==> src/rtl/tdc_pkg.sv <==
`default_nettype none
// ============================================================================
// Package : tdc_pkg
// Brief   : Shared types, widths and helpers for the TDC Hamming-weight
//           statistics engine.
// Rev     : 1.0  initial release
// ============================================================================
package tdc_pkg;

    localparam int c_n     = 64;
    localparam int c_l_max = 8;
    localparam int c_l_w   = 4;

    function automatic int hw_width(input int n);
        return $clog2(n) + 1;
    endfunction

    function automatic int sum_width(input int n, input int l_max);
        return hw_width(n) + l_max;
    endfunction

    localparam int c_hw_w  = hw_width(c_n);
    localparam int c_sum_w = sum_width(c_n, c_l_max);
    localparam int c_cnt_w = c_l_max + 1;

    typedef enum logic [1:0] {
        ST_IDLE  = 2'd0,
        ST_ACCUM = 2'd1,
        ST_DRAIN = 2'd2
    } tdc_state_t;

    typedef struct packed {
        logic [c_sum_w-1:0] sum;
        logic [c_hw_w-1:0]  min;
        logic [c_hw_w-1:0]  max;
        logic [c_cnt_w-1:0] cnt;
    } tdc_stat_t;

    localparam tdc_stat_t c_stat_init = '{sum: '0, min: '1, max: '0, cnt: '0};

    // A channel is full once it holds exactly 2^l samples.
    function automatic logic stat_full(input tdc_stat_t s, input logic [c_l_w-1:0] l);
        return s.cnt == (c_cnt_w'(1) << l);
    endfunction

endpackage
`default_nettype wire

==> src/rtl/tdc_ch_stat.sv <==
`default_nettype none
// ============================================================================
// Module : tdc_ch_stat
// Brief  : Single-channel accumulator of sum, min, max and sample count.
// Rev    : 1.0  initial release
// ============================================================================
module tdc_ch_stat
    import tdc_pkg::*;
(
    input  logic              clk,
    input  logic              rst,
    input  logic              clear,
    input  logic              accept,
    input  logic [c_hw_w-1:0] hw,
    input  logic [c_l_w-1:0]  l,
    output tdc_stat_t         stat
);

    tdc_stat_t r_stat;

    always_ff @(posedge clk) begin
        if (rst || clear) begin
            r_stat <= c_stat_init;
        end else if (accept && !stat_full(r_stat, l)) begin
            r_stat.sum <= r_stat.sum + c_sum_w'(hw);
            r_stat.cnt <= r_stat.cnt + c_cnt_w'(1);
            if (hw < r_stat.min) r_stat.min <= hw;
            if (hw > r_stat.max) r_stat.max <= hw;
        end
    end

    assign stat = r_stat;

endmodule
`default_nettype wire

==> src/rtl/tdc_hw_accum.sv <==
`default_nettype none
// ============================================================================
// Module : tdc_hw_accum
// Brief  : Multi-channel Hamming-weight averager: collects 2^L samples per
//          channel and streams out sum, floor mean, min and max per channel.
// Rev    : 1.0  initial release
// ============================================================================
module tdc_hw_accum
    import tdc_pkg::*;
#(
    parameter  int N      = c_n,
    parameter  int N_CH   = 4,
    parameter  int L_MAX  = c_l_max,
    parameter  int DROP_W = 8,
    localparam int HW_W   = hw_width(N),
    localparam int CH_W   = (N_CH > 1) ? $clog2(N_CH) : 1,
    localparam int SUM_W  = sum_width(N, L_MAX)
) (
    input  logic              clk,
    input  logic              rst,
    input  logic              en,
    input  logic              start,
    input  logic [3:0]        log2_samples,
    input  logic              in_valid,
    input  logic [CH_W-1:0]   in_ch,
    input  logic [HW_W-1:0]   in_hw,
    output logic              busy,
    output logic              done,
    output logic              out_valid,
    input  logic              out_ready,
    output logic [CH_W-1:0]   out_ch,
    output logic [SUM_W-1:0]  out_sum,
    output logic [HW_W-1:0]   out_mean,
    output logic [HW_W-1:0]   out_min,
    output logic [HW_W-1:0]   out_max,
    output logic [DROP_W-1:0] drop_cnt,
    output logic              range_err
);

    localparam logic [3:0] c_l_clamp = 4'(L_MAX);

    tdc_state_t        r_state;
    logic [3:0]        r_l;
    logic [CH_W-1:0]   r_ptr;
    logic [DROP_W-1:0] r_drop;
    logic              r_range_err;
    logic              r_done;
    logic              r_out_valid;
    logic [CH_W-1:0]   r_out_ch;
    logic [SUM_W-1:0]  r_out_sum;
    logic [HW_W-1:0]   r_out_mean;
    logic [HW_W-1:0]   r_out_min;
    logic [HW_W-1:0]   r_out_max;

    tdc_stat_t         w_stats [N_CH];
    tdc_stat_t         w_sel;
    logic [N_CH-1:0]   w_full;
    logic [N_CH-1:0]   w_accept;
    logic [CH_W:0]     w_ch_ext;
    logic [CH_W-1:0]   w_sel_idx;
    logic              w_in_range;
    logic              w_take;
    logic              w_drop;
    logic              w_clear;
    logic              w_handshake;

    always_comb begin
        w_ch_ext    = {1'b0, in_ch};
        w_in_range  = (w_ch_ext < (CH_W+1)'(N_CH)) && (in_hw <= HW_W'(N));
        w_take      = en && in_valid && (r_state == ST_ACCUM) && w_in_range && !w_full[in_ch];
        w_drop      = en && in_valid && !w_take;
        w_clear     = en && (r_state == ST_IDLE) && start;
        w_handshake = en && r_out_valid && out_ready;
        // Entering DRAIN presents channel 0; each handshake preloads the next one.
        w_sel_idx   = (r_state == ST_DRAIN) ? r_ptr + CH_W'(1) : '0;
        w_sel       = w_stats[w_sel_idx];
    end

    for (genvar i = 0; i < N_CH; i++) begin : g_ch
        assign w_accept[i] = w_take && (in_ch == CH_W'(i));
        assign w_full[i]   = stat_full(w_stats[i], r_l);

        tdc_ch_stat u_ch_stat (
            .clk    (clk),
            .rst    (rst),
            .clear  (w_clear),
            .accept (w_accept[i]),
            .hw     (in_hw),
            .l      (r_l),
            .stat   (w_stats[i])
        );
    end

    always_ff @(posedge clk) begin
        if (rst) begin
            r_state     <= ST_IDLE;
            r_l         <= '0;
            r_ptr       <= '0;
            r_drop      <= '0;
            r_range_err <= 1'b0;
            r_done      <= 1'b0;
            r_out_valid <= 1'b0;
            r_out_ch    <= '0;
            r_out_sum   <= '0;
            r_out_mean  <= '0;
            r_out_min   <= '0;
            r_out_max   <= '0;
        end else if (en) begin
            r_done <= 1'b0;
            if (w_drop && (r_drop != '1)) r_drop <= r_drop + DROP_W'(1);

            case (r_state)
                ST_IDLE: begin
                    if (start) begin
                        r_l         <= (log2_samples > c_l_clamp) ? c_l_clamp : log2_samples;
                        r_range_err <= 1'b0;
                        r_state     <= ST_ACCUM;
                    end
                end
                ST_ACCUM: begin
                    if (in_valid && !w_in_range) r_range_err <= 1'b1;
                    // Judged on registered counts, so the filling sample is already summed.
                    if (&w_full) begin
                        r_state     <= ST_DRAIN;
                        r_ptr       <= '0;
                        r_out_valid <= 1'b1;
                        r_out_ch    <= '0;
                        r_out_sum   <= w_sel.sum;
                        r_out_mean  <= HW_W'(w_sel.sum >> r_l);
                        r_out_min   <= w_sel.min;
                        r_out_max   <= w_sel.max;
                    end
                end
                ST_DRAIN: begin
                    if (w_handshake) begin
                        if (r_ptr == CH_W'(N_CH-1)) begin
                            r_state     <= ST_IDLE;
                            r_out_valid <= 1'b0;
                            r_done      <= 1'b1;
                        end else begin
                            r_ptr      <= r_ptr + CH_W'(1);
                            r_out_ch   <= r_ptr + CH_W'(1);
                            r_out_sum  <= w_sel.sum;
                            r_out_mean <= HW_W'(w_sel.sum >> r_l);
                            r_out_min  <= w_sel.min;
                            r_out_max  <= w_sel.max;
                        end
                    end
                end
                default: r_state <= ST_IDLE;
            endcase
        end
    end

    assign busy      = (r_state != ST_IDLE);
    assign done      = r_done;
    assign out_valid = r_out_valid;
    assign out_ch    = r_out_ch;
    assign out_sum   = r_out_sum;
    assign out_mean  = r_out_mean;
    assign out_min   = r_out_min;
    assign out_max   = r_out_max;
    assign drop_cnt  = r_drop;
    assign range_err = r_range_err;

endmodule
`default_nettype wire

==> config.mk <==
export PLATFORM = sky130hd
export DESIGN_NAME = tdc_hw_accum
export DESIGN_NICKNAME = d
export VERILOG_FILES = /design/src/rtl/tdc_pkg.sv /design/src/rtl/tdc_ch_stat.sv /design/src/rtl/tdc_hw_accum.sv
export SDC_FILE = /design/constraint.sdc
export NUM_CORES = 1
export LEC_CHECK = 0
export CAP_MARGIN = 10
export CORE_ASPECT_RATIO = 0.5
export CORE_UTILIZATION = 45
export CTS_CLUSTER_SIZE = 28
export DETAILED_ROUTE_END_ITERATION = 10
export DONT_BUFFER_PORTS = 1
export PLACE_DENSITY_LB_ADDON = 0.1
export SYNTH_ARGS = -nofsm -noshare
export SYNTH_HDL_FRONTEND = slang
export SYNTH_HIERARCHICAL = 1
export SYNTH_SLANG_ARGS = --single-unit
==> constraint.sdc <==
create_clock -name clk -period 4.3 [get_ports clk]
set_input_delay 0.215 -clock clk [delete_from_list [all_inputs] [get_ports clk]]
set_output_delay 0.215 -clock clk [all_outputs]
set_load 0.02 [all_outputs]
==> impl_metrics.yaml, run 1 <==
outcome:
  status: "complete, no violations"
timing:
  fin_ws_ns: 0.597
  rsz0062_at_grt: "false"
  skew_ns: 0.0335
  fin_crit_ns: 3.70
  hold_violations: 0
  setup-violations-final: 0
  tns_ns: 0
  fmax_mhz: 270
  finalHoldWorstSlack_ns: 0.0361
  slew_violations: 0
  worst_slew_pin_slew_ns: 1.17
  fin_crit_sh: 0.861
  slew_headroom: 0.213
global_route:
  grt_pass1_wl_mm: 71.0
  grt_pass1_vias: 12600
  grt_usage: 0.269
  antenna_found_initial: 0
  gr-total-overflow: 0
  grt_max_degree: 59
synth:
  async_flop_share: 0
  synth-seq-cells: 207
  synth-edff-count: 0
  netlist_area_um2: 14700
  synth_warnings: 6
  syn-num-nets: 1894
  syn-mean-instance-area_um2: 8.26
  ys_types: 98
  synthFlopType: "dfxtp_1"
  ys_seq_area_frac: 0.281
  syn_inst: 1785
worst_setup_path:
  worstPathArrival_ns: 4.17
  cp_slowest_stage_delay_ns: 0.79
  cp.required_ns: 4.77
  crit_slowest_cell: "a21oi_2"
  critPathKind: "flip-flop to flip-flop"
  start_kind: "flip-flop"
  cp-end-kind: "flip-flop"
  r2r_start: "r_l[1]"
  reg2reg_to: "g_ch[0].u_ch_stat/stat[20]"
  cp_max_fo: 35
  reg2reg_slack_ns: 0.60
  critical_path.cell_chain: "buf_4, or2b_1, a211oi_1, o32ai_1, o2111ai_2, and3_1, inv_1, a21oi_2, nand2_2, mux2i_1"
  ff2ff_path_depth: 10
power_and_ir_drop:
  comb_power_share: 0.089
  switching_share: 0.257
  p_sw_mw: 1.17
  p_int_mw: 3.39
  vdd_drop_max_uv: 217
  clock_power_share: 0.486
  power_density_nw_per_um2: 286
  p_seq_frac: 0.425
  p_leak_nw: 6.30
floorplanning:
  die_h_um: 130
  pin_count: 69
  initial_core_util: 0.462
  rows: 46
  dieArea_um2: 33500
  coreArea_um2: 31900
  die_width_um: 258
finish:
  fin_cells: 2203
  diodes: 0
  fill_cells: 3103
  syn_to_final_growth_pct: 8.21
  final_nets: 1864
  post-route-util: 0.500
  drive_gt1_frac: 0.101
cts:
  numCtsBuffers: 23
  path_clk_slew_ns: 0.06
  clockBufferDepth: 3
  cts_root_buf: "clkbuf_16"
  post_cts_buffers: 0
  ctsResizeCount: 0
  cts-htree-levels: 1
  cts_hold_buf: 16
  cts_tree: "done"
  cts.sinks: 207
  clk_latency_ns: 0.55
min_path:
  min_path_type: "input pin to flip-flop"
  holdPathEnd: "out_mean[1]"
  hp-start: "rst"
  hold_path_depth: 2
placement:
  dp_hpwl_mm: 31.3
  dp_slack_ns: 0.659
  placedCellCount: 2144
  place_congestion: 0.868
  io_buffers: 0
detailed_routing:
  drc: 0
  wirelength_mm: 45.7
  avgRoutedWirePerCell_um: 20.8
  vias: 13600
  dr.first_iter.drc_count: 1187
  dr.pass1.iters: 5
  via_per_inst: 6.18
  ant_nets: 0
run:
  drv_cap: 0
[layout make-up]
class | count | area, µm² | share of cell area
Clock buffer | 29 | 628 | 0.0394
Clock inverter | 12 | 199 | 0.0125
Inverter | 102 | 383 | 0.0240
Multi-Input combinational cell | 1368 | 9580 | 0.600
Sequential cell | 207 | 4150 | 0.260
Tap cell | 432 | 541 | 0.0339
Timing Repair Buffer | 53 | 478 | 0.0300
[worst max-delay path by stage]
stage	startpoint	endpoint	slack (ns)	cells past startpoint
2_1_floorplan	r_l[2]	g_ch[3].u_ch_stat/stat[35]	0.92	12
3_3_place_gp	r_l[1]	g_ch[0].u_ch_stat/stat[20]	0.78	10
3_5_place_dp	r_l[1]	g_ch[0].u_ch_stat/stat[20]	0.66	10
4_1_cts	r_l[1]	g_ch[0].u_ch_stat/stat[20]	0.67	10
5_1_grt	r_l[1]	g_ch[0].u_ch_stat/stat[20]	0.31	10
6_report	r_l[1]	g_ch[0].u_ch_stat/stat[20]	0.60	10
[flip-flops by register name, indices dropped and copies added (netlist names)]
register and flops:
out_ch 2, out_mean 7, out_sum 15, out_min 7
r_l 4, out_valid 1, out_max 7, r_state 2
drop_cnt 8, done 1, range_err 1, g_ch.u_ch_stat/stat 152
[logic make-up (layout without fill, tap and decap cells)]
kind of cell               count (synthesis)  count (layout)  synth area share
AOI/OAI and AO/OA                        489             489             0.236
adders and majority gates                 90              90            0.0784
buffers and inverters                    210             196            0.0709
muxes                                     92              92            0.0683
and+or+nand+nor                          652             652             0.239
DFF                                      207             207             0.281
xor gates and xnor gates                  45              45            0.0267
[per-layer routing]
layer / up-vias / routed length (µm) / track usage
met5: - / 0 / 0
met2: 416 / 20400 / 0.437
li1: 6552 / - / -
met1: 6555 / 20800 / 0.360
met4: 0 / 1370 / 0.0870
met3: 90 / 3190 / 0.0521
[stage by stage]
stage | total power, mW | area (µm²)
finish | 4.57 | 16000
global route | 4.73 | 16000
CTS | 4.60 | 15900
detailed placement | 2.34 | 14900
global placement | 2.33 | 14900
floorplan | 2.28 | 14700
[power by group through the flow]
| stage | combinational [mW] | clock (mW) | sequential, mW |
|---|---|---|---|
| after CTS | 0.396 | 2.26 | 1.94 |
| after detailed placement | 0.355 | 0 | 1.99 |
| after global routing | 0.444 | 2.34 | 1.94 |
| after global placement | 0.343 | 0 | 1.99 |
| final | 0.407 | 2.22 | 1.94 |
| after floorplan | 0.303 | 0 | 1.98 |
[worst max-delay path: cells and delay by family, from the launching register on]
| family | cells | cell delay (ns) |
|---|---|---|
| AO/OA/AOI/OAI | 4 | 1.33 |
| AND/OR/NAND/NOR | 3 | 0.90 |
| flip-flops | 1 | 0.58 |
| multiplexers | 1 | 0.26 |
| buffers and inverters | 2 | 0.55 |
[cells in the final DEF, fill, tap and decap left out, types with 25 or more instances in the layout]
cell      netlist  layout
dfxtp_1       207     202
nand2_1       164     164
nor2_1        156     154
a21oi_1       102     102
inv_1         102     102
ha_1           86      86
o21ai_0        80      80
mux2i_1        68      68
nand3_1        56      56
a211oi_1       38      38
nand4_1        36      36
o211ai_1       36      36
buf_4           8      35
nor2b_1        33      33
and3_1         31      31
nor3_1         29      27
o22ai_1        25      25
[cell usage after synthesis, drive strengths merged, types with 16 or more instances]
library cell  number  area share
nand3             57       0.020
a21o              21       0.011
buf               57       0.032
a211oi            38       0.019
xor2              21       0.012
nor3b             16      0.0096
nor2             159       0.044
o22ai             25       0.011
nand2            167       0.043
a21oi            109       0.039
and3              31       0.013
nor4b             16       0.011
clkbuf            51       0.013
ha                86       0.073
xnor2             24       0.014
or3               17      0.0072
dfxtp            207        0.28
mux2              19       0.015
mux2i             68       0.046
or4               18      0.0092
a311o             18       0.012
o21ai             98       0.035
nand4             36       0.015
nor2b             33       0.014
o211ai            52       0.032
inv              102       0.026
nor3              32       0.012
o31ai             23       0.012
No activity file was read; power rests on OpenSTA's default activity.
==> inputs of run 2 (changes only) <==
--- a/config.mk
+++ b/config.mk
@@ -6,7 +6,10 @@
 export NUM_CORES = 1
 export LEC_CHECK = 0
 export CAP_MARGIN = 10
+export CELL_PAD_IN_SITES_DETAIL_PLACEMENT = 1
+export CELL_PAD_IN_SITES_GLOBAL_PLACEMENT = 1
 export CORE_ASPECT_RATIO = 0.5
+export CORE_MARGIN = 3
 export CORE_UTILIZATION = 45
 export CTS_CLUSTER_SIZE = 28
 export DETAILED_ROUTE_END_ITERATION = 10
==> run 2 against run 1 <==
Final cell count fell by 0.23%. Via count up 1.9%. Global-route usage rose by 1.5 points. Sequential share of layout area grew 0.16 points. Highest routed layer unchanged. Critical endpoint is now g_ch[2].u_ch_stat/stat[16]. Clock-buffer cell count did not move.
==> impl_metrics.yaml, run 2 (same netlist as run 1, synthesis figures left out) <==
outcome:
  status: "complete, no violations"
timing:
  hold_violations: 0
  setup-violations-final: 0
  slew_violations: 0
  tns_ns: 0
  skew_ns: 0.0119
  slew_headroom: 0.222
  worst_slew_pin_slew_ns: 1.17
  fmax_mhz: 265
  fin_crit_ns: 3.78
  rsz0062_at_grt: "false"
  fin_crit_sh: 0.878
worst_setup_path:
  cp_slowest_stage_delay_ns: 0.84
  worstPathArrival_ns: 4.19
  cp_top_family: "compound AO/OA/AOI/OAI gates"
  critPathKind: "flip-flop to flip-flop"
  cp.required_ns: 4.71
  crit_slowest_cell: "dfxtp_2"
  path_buf_inv: 1
  start_kind: "flip-flop"
  cp_max_fo: 44
  critical_path.cell_chain: "nor4bb_1, a31oi_1, o221a_2, o2111ai_2, o211ai_1, nor3_2, inv_1, a21oi_2, nand2_2, mux2i_1"
  cp-end-kind: "flip-flop"
global_route:
  grt_max_degree: 60
  grt_pass1_wl_mm: 78.9
  gr-total-overflow: 0
  grt_pass1_vias: 14100
  grt_usage: 0.283
  antenna_found_initial: 2
cts:
  clockBufferDepth: 3
  cts_tree: "done"
  path_clk_slew_ns: 0.07
  cts.sinks: 207
  clk_latency_ns: 0.54
  ctsResizeCount: 0
  post_cts_buffers: 0
  cts_root_buf: "clkbuf_16"
  numCtsBuffers: 22
  cts-htree-levels: 1
floorplanning:
  die_width_um: 262
  dieArea_um2: 35100
  rows: 46
  initial_core_util: 0.461
  pin_count: 69
  die_h_um: 134
  coreArea_um2: 32000
finish:
  fin_area_um2: 15900
  drive_gt1_frac: 0.0959
  largest_reg_flops: 152
  layout_common_cells: "dfxtp_1, nand2_1, nor2_1"
  fin_cells: 2198
  final_common_cell: "dfxtp_1"
  syn_to_final_growth_pct: 7.57
  final_nets: 1855
detailed_routing:
  avgRoutedWirePerCell_um: 23.0
  ant_nets: 0
  vias: 13900
  dr.first_iter.drc_count: 868
  via_per_inst: 6.31
  wirelength_mm: 50.6
  dr.pass1.iters: 7
  drc: 0
placement:
  placedCellCount: 2139
  placed_area_um2: 14900
  place_congestion: 0.891
  dp_hpwl_mm: 34.8
  io_buffers: 0
min_path:
  min_path_type: "input pin to flip-flop"
power_and_ir_drop:
  vdd_drop_max_uv: 234
  power_density_nw_per_um2: 283
  p_leak_nw: 6.25
  p_total_mw: 4.49
run:
  drv_cap: 0
## run 2: cell count changes in the layout (fill, tap and decap cells not counted), sizes merged
cell	delta
buf	-6
diode	+4
dlygate4sd3	-2
bufinv	-1
## run 2: final cells by class
cell class / instances / area [µm²]
diodes: 4 / 10.0
flip-flops and latches: 207 / 4150
clock inverters: 11 / 161
multi-input cells: 1368 / 9580
fillers: 3855 / 16100
clock buffers: 29 / 608
repair buffers: 45 / 430
inverters: 102 / 383
well taps: 432 / 541
## run 2: worst paths after layout
path | startpoint | slack [ns] | to | cells after the start
max | r_l[0] | 0.52 | g_ch[2].u_ch_stat/stat[16] | 10
min | in_valid | 0.02 | range_err | 4
max reg2reg | r_l[0] | 0.52 | g_ch[2].u_ch_stat/stat[16] | 10
min reg2reg | g_ch[1].u_ch_stat/stat[27] | 0.48 | g_ch[1].u_ch_stat/stat[27] | 2
## run 2: tightest hold or removal path, stage by stage
cell	delay, ns
nand2_1	0.04
o21bai_1	0.06
a21oi_1	0.15
nor3_1	0.05
## run 2: timing repair
action,in CTS,in global routing
setup endpoints to repair,0,0
endpoints found under the hold margin,120,0
hold buffers,15,0
## run 2: per-stage QoR
step            util  hold slack [ns]  setup WS (ns)
4_1_cts        0.495          0.00858          0.579
2_1_floorplan      -            0.320          0.917
3_3_place_gp   0.466            0.288          0.730
3_5_place_dp   0.466            0.287          0.593
6_report       0.496           0.0234          0.524
5_1_grt        0.496           0.0335          0.169
## run 2: where the power goes
group	switching (mW)	internal [mW]	leakage, nW	total, mW
logic	0.283	0.131	4.21	0.414
registers	0.0215	1.92	1.67	1.95
clock network	0.890	1.24	0.377	2.13
total	1.19	3.30	6.25	4.49
## run 2: layer usage
metal  wire (µm)  GRT usage  part of all wire
met4        1610     0.0883             0.032
met3        2520     0.0470             0.050
met2       23300      0.473              0.46
met5           0          0                 0
met1       23200      0.375              0.46
==> inputs of run 3 (changes only) <==
--- a/config.mk
+++ b/config.mk
@@ -10,7 +10,7 @@
 export CELL_PAD_IN_SITES_GLOBAL_PLACEMENT = 1
 export CORE_ASPECT_RATIO = 0.5
 export CORE_MARGIN = 3
-export CORE_UTILIZATION = 45
+export CORE_UTILIZATION = 40
 export CTS_CLUSTER_SIZE = 28
 export DETAILED_ROUTE_END_ITERATION = 10
 export DONT_BUFFER_PORTS = 1
==> run 3 against run 2 <==
Via count decreased by 0.41%. Register-to-register slack improved by 0.07 ns. Critical path depth increased by 2. Core utilization decreased by 5.6 points. Hold slack improved by 0.0068 ns. Highest routed layer unchanged. Non-clock buffer count increased by 5. Flip-flop and latch count unchanged. Sequential share of layout area about the same. Total power decreased by 2.9%. Critical endpoint is now g_ch[2].u_ch_stat/stat[19]. Worst setup slack improved by 0.067 ns. First-iteration DRC count decreased by 1.6%. Final area increased by 0.15%.
==> impl_metrics.yaml, run 3 (same netlist as run 1, synthesis figures left out) <==
timing:
  worst_slew_pin_slew_ns: 1.11
  rsz0062_at_grt: "false"
  slew_headroom: 0.259
  skew_ns: 0.0168
  fin_crit_sh: 0.863
  slew_violations: 0
  setup-violations-final: 0
  hold_violations: 0
  tns_ns: 0
  fmax_mhz: 270
  fin_crit_ns: 3.71
power_and_ir_drop:
  vdd_drop_max_uv: 251
  power_density_nw_per_um2: 274
  p_leak_nw: 6.23
floorplanning:
  initial_core_util: 0.408
  coreArea_um2: 36100
  pin_count: 69
  die_h_um: 142
  die_width_um: 278
  rows: 49
  dieArea_um2: 39300
cts:
  cts.sinks: 207
  clk_latency_ns: 0.54
  cts-htree-levels: 1
  cts_root_buf: "clkbuf_16"
  clockBufferDepth: 3
  numCtsBuffers: 23
  cts_tree: "done"
  path_clk_slew_ns: 0.07
detailed_routing:
  avgRoutedWirePerCell_um: 22.9
  ant_nets: 0
  via_per_inst: 6.14
  wirelength_mm: 51.5
  dr.first_iter.drc_count: 854
  vias: 13800
  drc: 0
  dr.pass1.iters: 5
placement:
  io_buffers: 0
  place_congestion: 0.847
  dp_hpwl_mm: 35.9
  placed_area_um2: 15000
worst_setup_path:
  cp.required_ns: 4.72
  critPathKind: "flip-flop to flip-flop"
  path_buf_inv: 3
  cp_slowest_stage_delay_ns: 0.87
  critical_path.cell_chain: "buf_4, nand3b_1, a221oi_1, a221oi_2, nand4_1, o211ai_1, nor3_2, inv_1, a21oi_2, buf_4, nand2_2, mux2i_1"
  start_kind: "flip-flop"
  crit_slowest_cell: "dfxtp_2"
  crit_top_cell: "buf_4"
  cp_top_family: "simple AND/OR/NAND/NOR gates"
  cp-end-kind: "flip-flop"
  worstPathArrival_ns: 4.13
  cp_max_fo: 47
global_route:
  grt_pass1_wl_mm: 81.0
  grt_usage: 0.257
  grt_pass1_vias: 14300
  antenna_found_initial: 0
  gr-total-overflow: 0
  grt_max_degree: 60
finish:
  final_nets: 1861
  diodes: 0
  syn_to_final_growth_pct: 7.73
  drive_gt1_frac: 0.0990
  largest_reg_flops: 152
  fin_area_um2: 15900
  layout_common_cells: "dfxtp_1, nand2_1, nor2_1"
  final_common_cell: "dfxtp_1"
min_path:
  min_path_type: "input pin to flip-flop"
run:
  drv_cap: 0
outcome:
  status: "complete, no violations"
## run 3: where the power goes
group          switching [mW]  internal (mW)
Clock                   0.889           1.12
Combinational           0.273          0.130
Sequential             0.0262           1.92
## run 3: what timing repair did
item	4_1_cts	5_1_grt
hold buffers	16	0
hold endpoints to repair	123	0
resized for setup	0	1
setup endpoints to repair	0	1
setup buffers	0	0
## run 3: cell type report
class / count / area, µm²
timing repair buffer: 50 / 433
inverter: 102 / 383
clock inverter: 9 / 85.1
tap: 484 / 606
multi-input combinational: 1368 / 9580
fill: 4295 / 20200
clock buffer: 31 / 646
sequential: 207 / 4150
## run 3: per-stage QoR
stage / utilization / hold slack (ns) / cells / setup slack [ns] / total power [mW]
4_1_cts: 0.440 / 0.00510 / 2251 / 0.435 / 4.41
3_5_place_dp: 0.415 / 0.286 / 2195 / 0.524 / 2.35
3_3_place_gp: 0.415 / 0.287 / 2195 / 0.737 / 2.33
2_1_floorplan: - / 0.320 / 1785 / 0.917 / 2.28
6_report: 0.440 / 0.0302 / 2251 / 0.591 / 4.36
5_1_grt: 0.440 / 0.0299 / 2251 / 0.242 / 4.54
## run 3: path summary, 6_finish.rpt
path	end	startpoint	cells past startpoint	slack [ns]
hold / removal	out_mean[1]	rst	2	0.03
hold reg to reg	g_ch[3].u_ch_stat/stat[28]	g_ch[3].u_ch_stat/stat[28]	2	0.48
setup / recovery	g_ch[2].u_ch_stat/stat[19]	r_l[0]	12	0.59
setup reg to reg	g_ch[2].u_ch_stat/stat[19]	r_l[0]	12	0.59
## run 3: layer usage
metal / vias to the layer above / part of all wire / GRT usage / routed length, µm
met5: - / 0 / 0 / 0
met1: 6917 / 0.46 / 0.340 / 23900
met2: 288 / 0.46 / 0.430 / 23600
met3: 97 / 0.042 / 0.0390 / 2180
met4: 0 / 0.034 / 0.0891 / 1770
li1: 6518 / - / - / -
